## config.mk

```make
export PLATFORM = sky130hd
export DESIGN_NAME = alu
export DESIGN_NICKNAME = d
export VERILOG_FILES = /design/src/rtl/alu_pkg.sv /design/src/rtl/alu_mul.sv /design/src/rtl/alu.sv
export SDC_FILE = /design/constraint.sdc
export NUM_CORES = 1
export LEC_CHECK = 0
export CELL_PAD_IN_SITES_DETAIL_PLACEMENT = 1
export CELL_PAD_IN_SITES_GLOBAL_PLACEMENT = 2
export CORE_ASPECT_RATIO = 1.2
export CORE_UTILIZATION = 27
export CTS_CLUSTER_SIZE = 28
export DETAILED_ROUTE_END_ITERATION = 12
export GPL_ROUTABILITY_DRIVEN = 0
export GPL_TIMING_DRIVEN = 0
export PLACE_DENSITY = 0.77
export SLEW_MARGIN = 25
export SYNTH_ARGS = -nofsm -noshare
export SYNTH_HDL_FRONTEND = slang
export SYNTH_SLANG_ARGS = --single-unit
export TNS_END_PERCENT = 20
```

## constraint.sdc

```tcl
create_clock -name i_clk -period 1.9 [get_ports i_clk]
set_clock_uncertainty 0.2 [all_clocks]
set_input_delay 0.19 -clock i_clk [delete_from_list [all_inputs] [get_ports i_clk]]
set_output_delay 0.19 -clock i_clk [all_outputs]
set_load 0.05 [all_outputs]
```

## src/rtl/alu_pkg.sv

```systemverilog
// Shared width and operation encodings for the registered ALU.
// The multiplier op is only implemented when ALU_MUL_EN is defined.
package alu_pkg;

    localparam int ALU_W = 16;

    typedef enum logic [1:0] {
        ALU_NOP = 2'd0,
        ALU_ADD = 2'd1,
        ALU_SUB = 2'd2,
        ALU_MUL = 2'd3
    } alu_op_e;

endpackage

```

## src/rtl/alu_mul.sv

```systemverilog
// Combinational WIDTH x WIDTH multiplier returning the low WIDTH bits.
module alu_mul #(
    parameter int WIDTH = 16
) (
    input  logic [WIDTH-1:0] a,
    input  logic [WIDTH-1:0] b,
    output logic [WIDTH-1:0] p
);

    // Self-determined width is WIDTH, so the high product bits are never formed.
    assign p = a * b;

endmodule

```

## src/rtl/alu.sv

```systemverilog
// Registered ALU: ADD/SUB/(MUL) with 1-cycle latency and a registered zero flag.
// Define ALU_MUL_EN to build the multiplier; otherwise op 3 holds like NOP.
module alu
    import alu_pkg::*;
#(
    parameter int WIDTH = ALU_W
) (
    input  logic             i_clk,
    input  logic             i_rst,
    input  logic [WIDTH-1:0] i_in1,
    input  logic [WIDTH-1:0] i_in2,
    input  logic [1:0]       i_alu_op,
    output logic [WIDTH-1:0] o_alu_out,
    output logic             o_z
);

    logic [WIDTH-1:0] sum;
    logic [WIDTH-1:0] diff;
    logic [WIDTH-1:0] result;
    logic             load;

    assign sum  = i_in1 + i_in2;
    assign diff = i_in1 - i_in2;

`ifdef ALU_MUL_EN
    logic [WIDTH-1:0] prod;

    alu_mul #(
        .WIDTH (WIDTH)
    ) u_mul (
        .a (i_in1),
        .b (i_in2),
        .p (prod)
    );
`endif

    always_comb begin
        load   = 1'b0;
        result = o_alu_out;
        case (alu_op_e'(i_alu_op))
            ALU_ADD: begin
                load   = 1'b1;
                result = sum;
            end
            ALU_SUB: begin
                load   = 1'b1;
                result = diff;
            end
`ifdef ALU_MUL_EN
            ALU_MUL: begin
                load   = 1'b1;
                result = prod;
            end
`endif
            default: begin
                load   = 1'b0;
                result = o_alu_out;
            end
        endcase
    end

    // Result and flag share one enable so o_z always describes o_alu_out.
    always_ff @(posedge i_clk or posedge i_rst) begin
        if (i_rst) begin
            o_alu_out <= '0;
            o_z       <= 1'b1;
        end else if (load) begin
            o_alu_out <= result;
            o_z       <= (result == '0);
        end
    end

endmodule

```

==> flow_metrics.env <==
export IMPL_hpwl_um=4110
export IMPL_post_drt_wl_per_cell_um=13.8
export IMPL_worst_slew_pin_slew_ps=638
export IMPL_port_buffers=52
export IMPL_synth_edf_count=0
export IMPL_finalSetupViolations=14
export IMPL_max_cap_violations=0
export IMPL_slew_viol_final=0
export IMPL_insertion_delay_ps=250
export IMPL_cts_buffers=3
export IMPL_crit_path_max_fanout=4
export IMPL_p_per_area_nw_per_um2=815
export IMPL_violations="setup timing"
export IMPL_ys_ff_latch=17
export IMPL_path_depth=16
export IMPL_drive_above_1_share=0.362
export IMPL_timing_rr_start="o_alu_out[3]$_DFFE_PP0N_"
export IMPL_hp_class="in2async"
export IMPL_h_tree_depth=1
export IMPL_final_common_cell="clkdlybuf4s50_1"
export IMPL_place_ws_ps=-2100
export IMPL_n_antenna_cell=0
export IMPL_io_pins=53
export IMPL_dr_total_vias=1852
export IMPL_die_area_um2=6890
export IMPL_wirelength_um=5350
export IMPL_grt_usage=0.155
export IMPL_cp_required_ps=1890
export IMPL_cp_slowest_cell="or4_4"
export IMPL_fin_util=0.488
export IMPL_synth_top_area_share=0.226
export IMPL_dr_pass1_iters=4
export IMPL_synthTopCellsByArea="dfrtp_1, ha_1, xnor2_1"
export IMPL_seqCellArea_um2=427
export IMPL_crit_path_start_kind="input pin"
export IMPL_ys_seq_area_frac=0.241
export IMPL_core_um2=6170
export IMPL_fin_setup_tns_ps=-9950
export IMPL_crit_family="compound AO/OA/AOI/OAI gates"
export IMPL_grt_pass1_wl_um=8810
export IMPL_worst_slack_ps=-1290
export IMPL_crit_start="i_in2[0]"
export IMPL_fmax_ghz=0.313
export IMPL_vias_per_cell=4.80
export IMPL_r2r_cells=5
export IMPL_finalCriticalPeriod_ps=3190
export IMPL_cts_tree="done"
export IMPL_clk_pin_slew_ps=60
export IMPL_p_leak_nw=1.31
export IMPL_grt_max_degree=18
export IMPL_max_clock_path_buffers=2
export IMPL_ctsHoldBuffers=0
export IMPL_drt_iter0_markers=18
export IMPL_grt_pass1_vias=1930
export IMPL_syn_num_nets=266
export IMPL_fin_crit_sh=1.68
export IMPL_start_util=0.287
export IMPL_vdd_drop_max_v=0.000441
export IMPL_final_hold_viol_count=0
export IMPL_fillCellCount=705
export IMPL_timing_critical_path_to_type="register"
export IMPL_multiInputGateArea_um2=1540
export IMPL_area_growth_pct=69.9
export IMPL_stdcell_count=386
export IMPL_die_x_um=75.9
export IMPL_ys_warn_count=0
export IMPL_antenna_found_initial=0
export IMPL_drtAntennaViolNets=0
export IMPL_path_buf_inv=3
export IMPL_dp_cells=346
export IMPL_clock_sinks=17
export IMPL_synth_async_sr_flop_share=1.00
export IMPL_slew_headroom=0.574
export IMPL_outcome="complete, but fails checks"
export IMPL_rows=31
export IMPL_dieHeight_um=90.7
export IMPL_cpPeakStageDelay_ps=500
export IMPL_synthCells=212
export IMPL_grt_overflow_total=0
export IMPL_yosysTopAreaCell="dfrtp_1"
export IMPL_fin_nets=359
export IMPL_synth_distinct_cells=50
export IMPL_final_cell_mix="clkdlybuf4s50_1, buf_4, nand2_1, dfrtp_1, nor2_1"
export IMPL_syn_area_per_cell_um2=8.35
export IMPL_path_class="in2reg"
export IMPL_drc_errors=0
export IMPL_cts_root_buf="clkbuf_8"
export IMPL_ys_flop_type="dfrtp_1"
export IMPL_cp_cell_sequence="buf_8 > inv_4 > ha_4 > nor2b_4 > buf_6 > a21oi_4 > xnor2_2 > ha_1 > and2_4 > or4_4 > o21ba_4 > o21ai_2 > and3b_1 > o211ai_1 > a221oi_2 > a32o_2"
export IMPL_rsz0062_at_grt="yes"
export IMPL_p_total_w=0.00245
export IMPL_synth_cell_area_um2=1770
export IMPL_cp_data_arrival_time_ps=3180
metrics by stage:
stage | area (µm²) | hold slack (ps)
after detailed placement | 2460 | 272
after global routing | 3010 | 220
final | 3010 | 132
after floorplan | 1840 | -84.7
after global placement | 2460 | 267
after CTS | 2790 | 154
cell families after synthesis:
family	Yosys count	synth area share
fa+ha+maj	18	0.131
xor+xnor	26	0.129
buf+inv	18	0.0382
flops	17	0.241
mux	1	0.00636
compound gates	63	0.240
simple gates	69	0.215
power by group:
part           leakage [nW]  switching (W)  internal, W
Clock                0.0228       0.000116     0.000149
Sequential            0.202      0.0000633     0.000469
Combinational          1.09       0.000921     0.000732
synthesized netlist by cell type, types with 2 or more instances:
library cell	number
inv_1	13
and3_1	3
xnor2_1	19
a31oi_1	5
nand2b_1	2
dfrtp_1	16
o21a_1	3
nor2_1	16
clkbuf_1	3
a21boi_0	2
nor4_1	3
nand3_1	2
nand2_1	18
xor2_1	7
a21oi_1	17
o21ai_0	14
o211ai_2	2
or2_2	2
nor2b_1	5
a21o_1	6
a211oi_1	2
ha_1	17
or3_1	3
nor3_1	6
path summary, 6_finish.rpt:
| check | to | slack [ps] |
|---|---|---|
| max | o_z$_DFFE_PP1N_ | -1290 |
| min | o_alu_out[5]$_DFFE_PP0N_ | 130 |
| max reg2reg | o_z$_DFFE_PP1N_ | 140 |
| min reg2reg | o_alu_out[4]$_DFFE_PP0N_ | 280 |
| max in group asynchronous | o_alu_out[15]$_DFFE_PP0N_ | 960 |
| min in group i_clk | o_alu_out[4]$_DFFE_PP0N_ | 280 |
final cells by class:
class,instances,share of cell area
buffer,4,0.00874
clock buffer,4,0.0150
inverter,14,0.0225
multi-input combinational,177,0.512
sequential,17,0.142
tap,82,0.0341
timing repair buffer,88,0.266
registers in the layout (all words and copies together) (netlist names):
register / count
o_alu_out: 16
o_z: 1
layer usage:
metal | part of all wire | track usage | vias up
li1 | - | - | 943
met5 | 0 | 0 | -
met2 | 0.54 | 0.293 | 36
met3 | 0.027 | 0.0131 | 6
met4 | 0.012 | 0.0433 | 0
met1 | 0.42 | 0.185 | 867
what timing repair did:
| item | 4_1_cts | 5_1_grt |
|---|---|---|
| endpoints found under the hold margin | 0 | 0 |
| pin swaps | 31 | 40 |
| resized for setup | 68 | 47 |
| endpoints found under the setup margin | 18 | 14 |
| buffers inserted | 23 | 15 |
No activity file was read; power rests on OpenSTA's default activity.
